### src/rtl/trenes_sensores.sv
// Sensor conditioner for the two-track crossing: synchronizes and debounces the
// four raw entry/exit sensors and keeps a saturating occupancy count per track.
module trenes_sensores #(
    parameter int DEB_CYCLES = 4,
    parameter int CNT_W      = 3
) (
    input  logic             clk,
    input  logic             reset,
    input  logic             E0,
    input  logic             X0,
    input  logic             E1,
    input  logic             X1,
    input  logic             clr_err,
    output logic             V0,
    output logic             V1,
    output logic [CNT_W-1:0] cnt0,
    output logic [CNT_W-1:0] cnt1,
    output logic [1:0]       err
);

    localparam int               RUN_W    = $clog2(DEB_CYCLES);
    localparam logic [RUN_W-1:0] RUN_LAST = RUN_W'(DEB_CYCLES - 1);
    localparam logic [CNT_W-1:0] CNT_MAX  = '1;

    typedef struct packed {
        logic [CNT_W-1:0] cnt;
        logic             ovf;
        logic             unf;
    } occ_t;

    // Channel order: bit0 = E0, bit1 = X0, bit2 = E1, bit3 = X1.
    logic [3:0]       raw;
    logic [3:0]       s1, s2, stable, stable_d, ev;
    logic [RUN_W-1:0] run [4];

    assign raw = {X1, E1, X0, E0};

    always_ff @(posedge clk or negedge reset) begin
        if (!reset) begin
            s1       <= '0;
            s2       <= '0;
            stable   <= '0;
            stable_d <= '0;
            ev       <= '0;
            // NOTE: the run counters are a small register array, not a RAM, so they
            // reset with everything else; an aborted debounce must not survive reset.
            for (int i = 0; i < 4; i++) run[i] <= '0;
        end else begin
            // NOTE: non-blocking assignments make s1->s2 and stable->stable_d true
            // pipeline stages; blocking ones would collapse them into one flop.
            s1       <= raw;
            s2       <= s1;
            stable_d <= stable;
            ev       <= stable & ~stable_d;
            for (int i = 0; i < 4; i++) begin
                if (s2[i] == stable[i]) begin
                    run[i] <= '0;
                end else if (run[i] == RUN_LAST) begin
                    stable[i] <= s2[i];
                    run[i]    <= '0;
                end else begin
                    run[i] <= run[i] + 1'b1;
                end
            end
        end
    end

    function automatic occ_t occ_next(input logic [CNT_W-1:0] cnt, input logic ent,
                                      input logic ext);
        occ_t r;
        r.cnt = cnt;
        r.ovf = 1'b0;
        r.unf = 1'b0;
        if (ent && !ext) begin
            if (cnt == CNT_MAX) r.ovf = 1'b1;
            else                r.cnt = cnt + 1'b1;
        end else if (ext && !ent) begin
            if (cnt == '0) r.unf = 1'b1;
            else           r.cnt = cnt - 1'b1;
        end
        return r;
    endfunction

    occ_t nxt0, nxt1;

    // NOTE: every always_comb output is fully assigned on every path, so no latch.
    always_comb begin
        nxt0 = occ_next(cnt0, ev[0], ev[1]);
        nxt1 = occ_next(cnt1, ev[2], ev[3]);
    end

    always_ff @(posedge clk or negedge reset) begin
        if (!reset) begin
            cnt0 <= '0;
            cnt1 <= '0;
            V0   <= 1'b0;
            V1   <= 1'b0;
            err  <= 2'b00;
        end else begin
            cnt0 <= nxt0.cnt;
            cnt1 <= nxt1.cnt;
            V0   <= (nxt0.cnt != '0);
            V1   <= (nxt1.cnt != '0);
            // A new fault in the clearing cycle keeps its flag set.
            err[0] <= (nxt0.ovf | nxt1.ovf) | (err[0] & ~clr_err);
            err[1] <= (nxt0.unf | nxt1.unf) | (err[1] & ~clr_err);
        end
    end

endmodule

### config.mk
export PLATFORM = sky130hd
export DESIGN_NAME = trenes_sensores
export DESIGN_NICKNAME = d
export VERILOG_FILES = /design/src/rtl/trenes_sensores.sv
export SDC_FILE = /design/constraint.sdc
export NUM_CORES = 1
export LEC_CHECK = 0
export CORE_MARGIN = 10
export CORE_UTILIZATION = 65
export DETAILED_ROUTE_END_ITERATION = 16
export DONT_BUFFER_PORTS = 1
export PLACE_DENSITY = 0.81
export SLEW_MARGIN = 40
export SYNTH_ARGS = -nofsm -noshare
export SYNTH_HDL_FRONTEND = slang
export SYNTH_SLANG_ARGS = --single-unit
### constraint.sdc
create_clock -name clk -period 2.4 [get_ports clk]
set_input_delay 0.72 -clock clk [delete_from_list [all_inputs] [get_ports clk]]
set_output_delay 0.72 -clock clk [all_outputs]
set_load 0.03 [all_outputs]
==> Word-level counts from Yosys, hierarchy flattened <==
Cells that the tools add are included.
{ "op_classes": {"n_reduce_logical": 16, "n_bitwise": 13, "n_mux": 26, "eq_ne": 10, "add_sub_neg": 8} }
{ "ops": {"columns": ["op", "n"], "rows": [
  ["3-bit 2-to-1 mux", 8],
  ["2-bit 2-to-1 mux", 8],
  ["1-bit 2-to-1 mux", 10],
  ["2-bit by 1-bit adder with 2-bit output (second input constant)", 4],
  ["2-bit == test (second input constant)", 4],
  ["2-bit AND reduction", 4],
  ["3-bit by 1-bit adder with 3-bit output (second input constant)", 2],
  ["3-bit == test (second input constant)", 2],
  ["3-bit zero test", 2],
  ["3-bit nonzero test", 2],
  ["3-bit by 1-bit subtractor with 3-bit output (second input constant)", 2],
  ["1-bit inverter", 5],
  ["4-bit AND", 1],
  ["1-bit == test", 4],
  ["1-bit logical AND", 4],
  ["1-bit zero test", 4],
  ["4-bit inverter", 1],
  ["1-bit bitwise OR", 4],
  ["1-bit AND", 2]
]} }
{ "totals": {"ff_bits": 38} }

==> Depth between registers and ports, before layout <==
{ "depth": {"ltp_word": 6, "ltp_mapped": 6, "ltp_nobuf": 6} }

==> Least setup slack after synthesis <==
No wires, ideal clock.
{ "synth_path": {"kind": "register -> register", "startpoint": "register cnt1[0]", "endpoint": "register V1", "setup_ns": 0.131, "required_time_ns": 2.269, "arrival_time_ns": 1.655, "n_path_buf": 0, "path_stages_with_launch": 7, "path_slack_ns": 0.614, "path_cell_list": "dfrtp_1 -> inv_1 -> ha_1 -> nor2b_1 -> o22ai_2 -> xnor2_1 -> or3_1"} }
{ "synth_rtl": {"columns": ["element", "line_no", "source"], "rows": [
  ["from (decl)", "17", "output logic [CNT_W-1:0] cnt1,"],
  ["from (signal assigned)", "101", "cnt1 <= nxt1.cnt;"],
  ["to (signal assigned)", "103", "V1 <= (nxt1.cnt != '0);"],
  ["to (decl)", "15", "output logic V1,"]
]} }

==> results.yml <==
sta:
  worst_pin_slew_ns: 0.482
  period_minus_slack_ns: 1.95
  slew-limit-headroom_pct: 67.9
  hold_violations: 0
  grt_setup_unrepaired: "no"
  tns_ns: 0
  finalSetupViolCount: 0
  fin_crit_sh_pct: 81.2
  finalClockSkew_ns: 0.0113
  finalMaxSlewViolations: 0
  fmax_mhz: 513
cts:
  cts_max_path_buffers: 2
  cts_inserted_buffers: 5
  clkTransAtPathRegs_ns: 0.11
  clock_latency_ns: 0.33
  cts_tree: "yes"
  postCtsSetupBuffers: 0
  cts.sinks: 38
  cts_root_buf: "clkbuf_4"
  cts_max_level: 2
  ctsResizeCount: 0
  hold_buffers: 0
synth:
  synth_enable_flop_cells: 0
  ys.flop_type: "dfrtp_1"
  synth_top_area_share_pct: 60.4
  synth_area_per_cell_um2: 13.1
  syn-num-nets: 137
  synth-simple-area-share_pct: 14.7
  ys_async_sr_fraction_pct: 100
  synthMuxAreaShare_pct: 2.86
  yosysSeqAreaShare_pct: 60.4
  synth-xor-area-share_pct: 3.34
  synth_compound_area_share_pct: 9.06
  ys_warn_count: 0
  synthTopCellsByArea: "dfrtp_1, ha_1, nor2b_1, xnor2_1, mux2_2"
  ys_types: 27
  synth_cells: 120
  synthAdderAreaFrac_pct: 7.95
  netlist_area_mm2: 0.00157
  ys_ff_latch: 38
  synth_top_family_by_area: "simple AND/OR/NAND/NOR gates"
  synth_top_area_cell: "dfrtp_1"
worst_hold_path:
  worst_hold_path_type: "input pin to async pin"
placed_design:
  dp.cells: 148
  place.gp.congestion: 0.892
  dp_hpwl_um: 1850
  port_buffers: 0
final_layout:
  synthToLayoutAreaGrowth_pct: 6.04
  layout_common_cells: "dfrtp_1, nor2b_1, ha_1, inv_1"
  diodes: 0
  drive_above_1_share_pct: 13.3
  fin_util_pct: 74.0
  final_common_cell: "dfrtp_1"
  nets: 144
  fin_cells: 156
pwr:
  p_leak_nw: 0.779
  vdd.ir_drop.worst_v: 0.000834
  power-per-cell-area_mw_per_mm2: 1370
die:
  die_x_um: 69.2
  rows: 17
  io_pins: 17
  initial_core_util_pct: 69.8
  dieArea_mm2: 0.00479
  die_h_um: 69.2
  core_mm2: 0.00225
critical_path:
  crit_family: "simple AND/OR/NAND/NOR gates"
  path_depth: 6
  start_kind: "flop"
  crit_buf_inv: 1
  critical_path.max_stage_delay_ns: 0.55
  worst_ep_required_time_ns: 2.63
  crit_type: "flop to flop"
  crit_chain: "inv_1 -> ha_1 -> nor2b_1 -> o22ai_2 -> xnor2_1 -> or3_1"
  cp-end-kind: "flop"
  arrival_ns: 2.18
  reg2reg_to: "V0"
  rr_worst_depth: 6
  crit_slowest_cell: "dfrtp_1"
  r2r_start: "cnt0[1]"
  rrSetupSlack_ns: 0.45
  critPathMaxFanout: 5
drt:
  ant_nets: 0
  routedWlPerCell_um: 16.1
  wirelength_um: 2500
  viasPerCell: 5.76
  drt-initial-drc-count: 84
  drc: 0
  drt-pass1-iter-count: 4
  vias: 899
global_routing:
  grt_max_degree: 39
  grt_overflow: 0
  grtUsageTotal_pct: 11.2
  antenna_found_initial: 0
  grt_pass1_vias: 995
  grt_pass1_wl_um: 4370
status:
  outcome: "complete, no violations"
job:
  maxCapViolations: 0
==> cell usage after synthesis, types with 2 or more instances <==
library cell,n
a211oi_1,3
and2_1,2
o22ai_1,2
o22ai_2,2
nand2b_4,2
nand2b_1,4
nor2b_1,12
nor3_1,4
mux2_2,4
or4_1,2
ha_1,10
nand2_1,6
and3_1,2
o21ai_0,2
xnor2_1,6
dfrtp_1,38
or3_1,2
inv_1,7
a211oi_2,2
==> report_power, final <==
| part | internal [W] | switching (W) |
|---|---|---|
| clock | 0.000142 | 0.000198 |
| sequential | 0.000865 | 0.000341 |
| combinational | 0.000385 | 0.000358 |
==> through the flow <==
step | instance area, um2 | setup slack, ns | power (W) | hold slack [ns]
floorplan | 1570 | 0.614 | 0.00178 | 0.331
global placement | 1610 | 0.510 | 0.00190 | 0.332
detailed placement | 1610 | 0.476 | 0.00196 | 0.336
CTS | 1670 | 0.461 | 0.00231 | 0.0399
global route | 1670 | 0.333 | 0.00247 | 0.0302
finish | 1670 | 0.451 | 0.00229 | 0.0626
==> sequential cells by signal, summed over array words and instances (netlist names) <==
signal / flops
s1: 4
stable: 4
run: 8
V1: 1
V0: 1
s2: 4
stable_d: 4
err: 2
cnt1: 3
cnt0: 3
ev: 4
==> cell families (layout without fill, tap and decap cells) <==
| logic type | Yosys count | after routing |
|---|---|---|
| buffers and inverters | 7 | 15 |
| XOR/XNOR | 6 | 6 |
| multiplexers | 4 | 4 |
| adder cells (fa/ha/maj) | 10 | 10 |
| AND/OR/NAND/NOR | 38 | 38 |
| flip-flops | 38 | 38 |
| AO/OA/AOI/OAI | 17 | 17 |
==> worst max path at each step <==
stage / start / to / slack, ns
after global placement: cnt1[0] / V1 / 0.51
after floorplan: cnt1[0] / V1 / 0.61
after global routing: cnt0[1] / V0 / 0.33
final: cnt0[1] / V0 / 0.45
after detailed placement: cnt0[1] / V0 / 0.48
after CTS: cnt0[1] / V0 / 0.46
==> layer usage <==
layer / GRT usage, % / vias up / share of wire [%]
met5: 0 / - / 0
met4: 7.98 / 0 / 2.0
met3: 4.42 / 6 / 7.0
met2: 19.2 / 23 / 52
met1: 10.5 / 438 / 39
li1: - / 432 / -
==> final cells by class <==
type                            instances  area [um2]
Clock buffer                            7        55.1
Clock inverter                          1        5.00
Fill cell                             146         586
Inverter                                7        26.3
Multi-Input combinational cell         75         597
Sequential cell                        38         951
Tap cell                               28        35.0
Power figures use the tool's default switching activity.
